<file path="src/rtl/appr_mac_acc_if.sv">
// Streaming interface for appr_mac_acc: product input channel and result
// output channel, each with a valid/ready handshake.
interface appr_mac_acc_if #(
  parameter int PROD_W = 32,
  parameter int ACC_W  = 40
) ();
  logic [PROD_W-1:0] prod;
  logic              in_valid;
  logic              in_ready;
  logic [ACC_W-1:0]  out_data;
  logic              out_valid;
  logic              out_ready;

  // Producer/consumer side (multiplier feed and result sink)
  modport master (
    output prod, in_valid, out_ready,
    input  in_ready, out_data, out_valid
  );

  // Accumulator side
  modport slave (
    input  prod, in_valid, out_ready,
    output in_ready, out_data, out_valid
  );
endinterface

</file>
<file path="src/rtl/appr_mac_acc.sv">
// appr_mac_acc: accumulates a programmable number of signed products from
// the approximate Booth multiplier and presents the sum on a valid/ready
// output. Optional build macro ACC_SAT_EN: saturate the accumulator on
// signed overflow instead of wrapping.
module appr_mac_acc #(
  parameter int PROD_W = 32,
  parameter int ACC_W  = 40,
  parameter int LEN_W  = 8
) (
  input  logic             clk,
  input  logic             rst_n,
  input  logic             start,
  input  logic [LEN_W-1:0] len,
  input  logic             abort,
  appr_mac_acc_if.slave    bus,
  output logic             busy,
  output logic             ovf
);

  localparam logic [1:0] S_IDLE = 2'd0;
  localparam logic [1:0] S_ACC  = 2'd1;
  localparam logic [1:0] S_HOLD = 2'd2;

  logic [1:0]       state;
  logic [LEN_W-1:0] cnt;
  logic [ACC_W-1:0] acc;
  logic [ACC_W-1:0] res;
  logic             res_valid;

  logic [ACC_W-1:0] p_ext;
  logic [ACC_W-1:0] sum;
  logic [ACC_W-1:0] acc_nxt;
  logic             add_ovf;

  // Sign-extended add with overflow detection and optional clamp
  always_comb begin
    p_ext   = {{(ACC_W-PROD_W){bus.prod[PROD_W-1]}}, bus.prod};
    sum     = acc + p_ext;
    add_ovf = (acc[ACC_W-1] == p_ext[ACC_W-1]) && (sum[ACC_W-1] != acc[ACC_W-1]);
`ifdef ACC_SAT_EN
    if (add_ovf)
      acc_nxt = acc[ACC_W-1] ? {1'b1, {(ACC_W-1){1'b0}}} : {1'b0, {(ACC_W-1){1'b1}}};
    else
      acc_nxt = sum;
`else
    acc_nxt = sum;
`endif
  end

  assign bus.in_ready  = (state == S_ACC);
  assign bus.out_data  = res;
  assign bus.out_valid = res_valid;

  // Run control FSM, accumulator, result register and status flags
  always_ff @(posedge clk or negedge rst_n) begin
    if (!rst_n) begin
      state     <= S_IDLE;
      cnt       <= '0;
      acc       <= '0;
      res       <= '0;
      res_valid <= 1'b0;
      busy      <= 1'b0;
      ovf       <= 1'b0;
    end else if (abort) begin
      state     <= S_IDLE;
      cnt       <= '0;
      acc       <= '0;
      res_valid <= 1'b0;
      busy      <= 1'b0;
    end else begin
      case (state)
        S_IDLE: begin
          if (start && (len != '0)) begin
            cnt   <= len;
            acc   <= '0;
            ovf   <= 1'b0;
            state <= S_ACC;
            busy  <= 1'b1;
          end
        end
        S_ACC: begin
          if (bus.in_valid) begin
            acc <= acc_nxt;
            cnt <= cnt - 1'b1;
            if (add_ovf)
              ovf <= 1'b1;
            if (cnt == LEN_W'(1)) begin
              res       <= acc_nxt;
              res_valid <= 1'b1;
              state     <= S_HOLD;
            end
          end
        end
        S_HOLD: begin
          if (bus.out_ready) begin
            res_valid <= 1'b0;
            state     <= S_IDLE;
            busy      <= 1'b0;
          end
        end
        default: begin
          state <= S_IDLE;
          busy  <= 1'b0;
        end
      endcase
    end
  end

endmodule

</file>
<file path="src/flat_wrapper.sv">
// flat-port wrapper written by rule: the top's interface ports become plain ports
module appr_mac_acc_flat 
#(
  parameter int PROD_W = 32,
  parameter int ACC_W  = 40,
  parameter int LEN_W  = 8
)
  (clk, rst_n, start, len, abort, busy, ovf, bus_prod, bus_in_valid, bus_out_ready, bus_in_ready, bus_out_data, bus_out_valid);
  appr_mac_acc_if #(.PROD_W(PROD_W), .ACC_W(ACC_W)) bus_i ();
  input  logic clk;
  input  logic rst_n;
  input  logic start;
  input  logic [LEN_W-1:0] len;
  input  logic abort;
  output logic busy;
  output logic ovf;
  input wire logic [$bits(bus_i.prod)-1:0] bus_prod;
  input wire logic [$bits(bus_i.in_valid)-1:0] bus_in_valid;
  input wire logic [$bits(bus_i.out_ready)-1:0] bus_out_ready;
  output wire logic [$bits(bus_i.in_ready)-1:0] bus_in_ready;
  output wire logic [$bits(bus_i.out_data)-1:0] bus_out_data;
  output wire logic [$bits(bus_i.out_valid)-1:0] bus_out_valid;
  assign bus_i.prod = bus_prod;
  assign bus_i.in_valid = bus_in_valid;
  assign bus_i.out_ready = bus_out_ready;
  assign bus_in_ready = bus_i.in_ready;
  assign bus_out_data = bus_i.out_data;
  assign bus_out_valid = bus_i.out_valid;
  appr_mac_acc #(.PROD_W(PROD_W), .ACC_W(ACC_W), .LEN_W(LEN_W)) u_core (.clk(clk), .rst_n(rst_n), .start(start), .len(len), .abort(abort), .bus(bus_i), .busy(busy), .ovf(ovf));
endmodule
</file>
<file path="config.mk">
export PLATFORM = sky130hd
export DESIGN_NAME = appr_mac_acc_flat
export DESIGN_NICKNAME = d
export VERILOG_FILES = /design/src/rtl/appr_mac_acc_if.sv /design/src/rtl/appr_mac_acc.sv /design/src/flat_wrapper.sv
export SDC_FILE = /design/constraint.sdc
export NUM_CORES = 1
export LEC_CHECK = 0
export CORE_MARGIN = 1.5
export CORE_UTILIZATION = 25
export CTS_CLUSTER_SIZE = 25
export DETAILED_ROUTE_END_ITERATION = 8
export GPL_ROUTABILITY_DRIVEN = 0
export PLACE_DENSITY_LB_ADDON = 0.08
export SYNTH_ARGS = -nofsm -noshare
export SYNTH_HDL_FRONTEND = slang
export SYNTH_SLANG_ARGS = --single-unit
export TNS_END_PERCENT = 100
</file>
<file path="constraint.sdc">
create_clock -name clk -period 3.4 [get_ports clk]
set_input_delay 0.68 -clock clk [delete_from_list [all_inputs] [get_ports clk]]
set_output_delay 0.68 -clock clk [all_outputs]
set_load 0.1 [all_outputs]
</file>
---- Word-level counts from Yosys, hierarchy flattened ----
Index checks and enable logic that the tools add are counted.
word-level totals
  register bits ........................... 93
  bits of input ports ..................... 46
  output and inout bits ................... 44
  word-level logic and storage cells ...... 62
cells by class
  add/subtract/negate cells ............... 2
  eq/ne operators ......................... 13
  muxes and demuxes ....................... 26
  bitwise logic cells ..................... 1
  reduce and logical (&&, ||, !) cells .... 13
operator list
  kind                   count
  $mux W40               3
  $pmux W40 S2           1
  $add A40 B40 Y40       1
  $mux W8                3
  $pmux W8 S2            1
  $reduce_and A4 Y1      3
  $mux W2                5
  $mux W1                9
  $eq A8 B1 Y1 const B   1
  $reduce_bool A8 Y1     1
  $sub A8 B1 Y8 const B  1
  $ne A3 B2 Y1 const B   2
  $ne A3 B3 Y1 const B   2
  $pmux W2 S3            1
  $reduce_and A3 Y1      2
  $reduce_bool A3 Y1     2
  $reduce_and A5 Y1      1
  $ne A2 B1 Y1 const B   2
  $ne A2 B2 Y1 const B   2
  $pmux W1 S2            2
  $pmux W1 S3            1
  $eq A2 B1 Y1 const B   1
  $eq A2 B2 Y1 const B   1
  $logic_and A1 B1 Y1    2
  other kinds (5)        5

---- Longest topological paths before layout ----
  depth after elaboration ................. 6
  gate-level depth with buffers ........... 11

---- Least setup slack after synthesis ----
Ideal clock, no wire load.
  path kind ............................... input -> register
  start point ............................. input port bus_prod[0]
  end point ............................... register u_core.res[38] (netlist: u_core.bus.out_data[38])
  setup time .............................. 126 ps
  data arrival time ....................... 2973 ps
  data required time ...................... 3274 ps
  slack ................................... 301 ps
  cell stages on the path ................. 11
  buffers on the path ..................... 0
  path through ............................ ha_1 -> fa_1 -> a211oi_1 -> o21ai_0 -> a21oi_2 -> a21oi_1 -> a21o_1 -> a21oi_2 -> o31ai_1 -> xor2_1 -> mux2_2
on the way
  word-level cells in the longest chain between the ends .. 1
ends and longest elaborated chain
  item                  RTL line            source
  start, declared       flat_wrapper.sv:17  input wire logic [$bits(bus_i.prod)-1:0] bus_prod;
  $add A40 B40 Y40      appr_mac_acc.sv:38  sum = acc + p_ext;
  end signal, assigned  appr_mac_acc.sv:88  res <= acc_nxt;
  end, declared         appr_mac_acc.sv:27  logic [ACC_W-1:0] res;
No other way between the ends.
A chain may end at the register's enable or synchronous reset.

---- Worst setup path after layout ----
  start point ............................. input port bus_prod[16]
  end point ............................... register u_core.ovf
on the way
  word-level cells in the longest chain between the ends .. 5
ends and longest elaborated chain
  item                                RTL line            source
  $add A40 B40 Y40                    appr_mac_acc.sv:38
  $ne A1 B1 Y1                        appr_mac_acc.sv:39  add_ovf = (acc[ACC_W-1] == p_ext[ACC_W-1]) && (sum[ACC_W-1] != acc[ACC_W-1]);
  $logic_and A1 B1 Y1                 appr_mac_acc.sv:39
  $ne A2 B1 Y1 (no source line)       -
  $reduce_and A5 Y1 (no source line)  -
  end signal, assigned                appr_mac_acc.sv:63  ovf <= 1'b0;
  end signal, assigned                appr_mac_acc.sv:76  ovf <= 1'b0;
  end signal, assigned                appr_mac_acc.sv:86  ovf <= 1'b1;
  end, declared                       appr_mac_acc.sv:17  output logic ovf
No other way between the ends.

==> out/metrics.cfg <==
[worst_setup_path]
r2r_cells=11
crit_type=in -> reg
setup.worst_path.end=u_core.ovf$_DFFE_PN0P_
cp-startpoint=bus_prod[16]
r2r-start=u_core.acc[0]$_DFFE_PN0P_
required_ns=3.64
end_kind=flip-flop
reg2reg_to=u_core.bus.out_data[33]$_DFFE_PN0P_
crit_fanout=3
critPathArrivalTime_ns=3.45
cp-start-kind=input pin
worst-r2r-setup-slack_ns=0.55

[placement]
dp_slack_ns=-0.285
dpl.hpwl_um=13800
port_buffers=89

[floorplanning]
die_area_mm2=0.0249
die_h_um=158
core_area_mm2=0.0235
ios=90
rows=56
dieWidth_um=158
start_util=0.255

[grt]
grtUsageTotal=0.155
grt_pass1_wl_um=29800
first_global_vias=5452
antenna_found_initial=0
gr-total-overflow=0
grt_max_degree=49

[final_layout]
nets=879
insertedDiodeCount=0
syn_to_final_growth_pct=34.2
drive_gt1_frac=0.251

[synth]
ys_types=73
synthTopCellsByArea=dfrtp_1 (39%), ha_1 (8.6%), mux2_2 (4.9%), nand2_1 (4.7%), o21ai_0 (4.1%)
synth_nets=718
post-synth-top-count-cell=dfrtp_1
yosysSeqAreaShare=0.389
synth_cells=630
yosys_warnings=0
netlist_area_mm2=0.00599
async_reset_ff_frac=1.00
synth_top_flop_cell=dfrtp_1
synthTopCellsByCount=dfrtp_1 (93), nand2_1 (75), o21ai_0 (49)
yosys.area.top_type=dfrtp_1
postSynthAreaPerCell_um2=9.51
synth-edff-count=0
ys_ff_latch=93
yosys.area.top_type_share=0.389

[power_and_ir_drop]
p_per_area_mw_per_mm2=448
leakage_nw=3.93
ir_worst_vdd_mv=0.213

[route]
vias=5299
ant_nets=0
via_per_inst=4.75
wirelength_um=18400
drtIter0Drc=299
avgRoutedWirePerCell_um=16.5
remaining_drc_errors=0
drt_pass1_iterations=4

[status]
status=complete, no violations

[timing]
setup-violations-final=0
slew_headroom=0.564
fin_crit_ns=3.21
worst_slew_pin_slew_ns=0.655
final.setup_skew_ns=0.00999
whs_ns=0.347
final.setup.worst_slack_ns=0.187
report.final.slew_viol_count=0
fmax_mhz=311
fin_crit_sh=0.945
rsz0062_at_grt=no
hold_violations=0

[clock_network]
cts_sinks=93
cts.htree.levels=3
cts_tree=built
clkLatencyLatePin_ns=0.36
cts_buffer_depth=2
cts_root_buf=clkbuf_16
numCtsBuffers=9
clk_transition_reported_paths_ns=0.08

[run]
maxCapViolations=0

[hold_path]
hold_path_class=in -> async

-- flip-flops by register name, summed over array words and instances, names as in the netlist --
name                  cells
u_core.bus.out_valid      1
u_core.acc               40
u_core.cnt                8
u_core.bus.out_data      40
u_core.state              2
u_core.ovf                1
u_core.busy               1
-- critical path, cell delays in order --
cell             delay (ns)
clkdlybuf4s50_1        0.44
ha_1                   0.33
a21oi_1                0.22
o21ai_0                0.17
a21o_1                 0.20
or3_4                  0.34
a41oi_4                0.27
o311a_2                0.24
nor3_1                 0.05
a2111oi_0              0.41
nand2_1                0.09
-- layer usage --
| layer | part of all wire | GRT usage |
|---|---|---|
| met3 | 0.030 | 0.0227 |
| met2 | 0.42 | 0.227 |
| met1 | 0.54 | 0.234 |
| met4 | 0.011 | 0.0422 |
| met5 | 0 | 0 |
-- per-stage QoR --
step / setup TNS, ns / instance area, um^2 / util / total power, mW / instances
after detailed placement: -5.26 / 7730 / 0.329 / 2.59 / 1098
after CTS: 0 / 8030 / 0.342 / 3.67 / 1114
after global routing: 0 / 8040 / 0.342 / 3.80 / 1115
after floorplan: 0 / 5990 / - / 2.17 / 630
after global placement: -4.03 / 7730 / 0.329 / 2.59 / 1098
final: 0 / 8040 / 0.342 / 3.60 / 1115
-- area by class of cell --
class / instances / area (um^2)
fillers: 2446 / 15400
multi-input cells: 498 / 3500
flip-flops and latches: 93 / 2330
repair buffers: 175 / 1460
well taps: 319 / 399
clock buffers: 11 / 253
inverters: 14 / 52.6
clock inverters: 5 / 41.3
-- layout by cell type, fill, tap and decap left out, drive strengths merged, types with 3 or more instances in the layout --
master         count
nor2b              7
nor4               4
clkdlybuf4s50     44
mux2              26
o21a               5
nand2             75
a21oi             52
clkbuf            11
or3                4
o21bai             6
nor4b              3
buf              131
a211oi             7
xor2              19
inv               16
and3               5
a21o              21
nand3              9
o31ai              3
nand2b             4
nor2              47
a22o              25
o21ai             53
xnor2             18
a31oi              6
nor3              12
a41oi              3
a221oi             3
dfrtp             93
ha                41
nand4              3
a22oi              4
-- worst min-delay path by stage --
stage,cells after the start,end,start
final,1,u_core.bus.out_data[10]$_DFFE_PN0P_,rst_n
after global routing,1,u_core.bus.out_data[10]$_DFFE_PN0P_,rst_n
after CTS,1,u_core.bus.out_data[10]$_DFFE_PN0P_,rst_n
after detailed placement,2,u_core.bus.out_data[15]$_DFFE_PN0P_,u_core.bus.out_data[15]$_DFFE_PN0P_
after global placement,2,u_core.bus.out_data[15]$_DFFE_PN0P_,u_core.bus.out_data[15]$_DFFE_PN0P_
after floorplan,0,u_core.acc[0]$_DFFE_PN0P_,rst_n
-- kinds of logic (layout without fill, tap and decap cells) --
| family | Yosys count | after routing | share of synthesized area |
|---|---|---|---|
| compound gates | 212 | 212 | 0.249 |
| mux | 27 | 27 | 0.0506 |
| fa+ha+maj | 42 | 42 | 0.0890 |
| simple gates | 179 | 179 | 0.136 |
| flops | 93 | 93 | 0.389 |
| buf+inv | 39 | 205 | 0.0290 |
| xor+xnor | 38 | 38 | 0.0579 |
-- timing repair --
| action | 4_1_cts | 5_1_grt |
|---|---|---|
| resized for setup | 0 | 3 |
| setup endpoints to repair | 0 | 14 |
| setup buffers | 0 | 1 |
| hold buffers | 0 | 0 |
-- power by group --
group / leakage, nW / switching [mW] / internal (mW) / total (mW)
Combinational: 2.51 / 0.899 / 0.403 / 1.30
Clock: 0.144 / 0.491 / 0.547 / 1.04
Sequential: 1.27 / 0.0619 / 1.20 / 1.26
Total: 3.93 / 1.45 / 2.15 / 3.60
No activity file was read; power rests on OpenSTA's default activity.
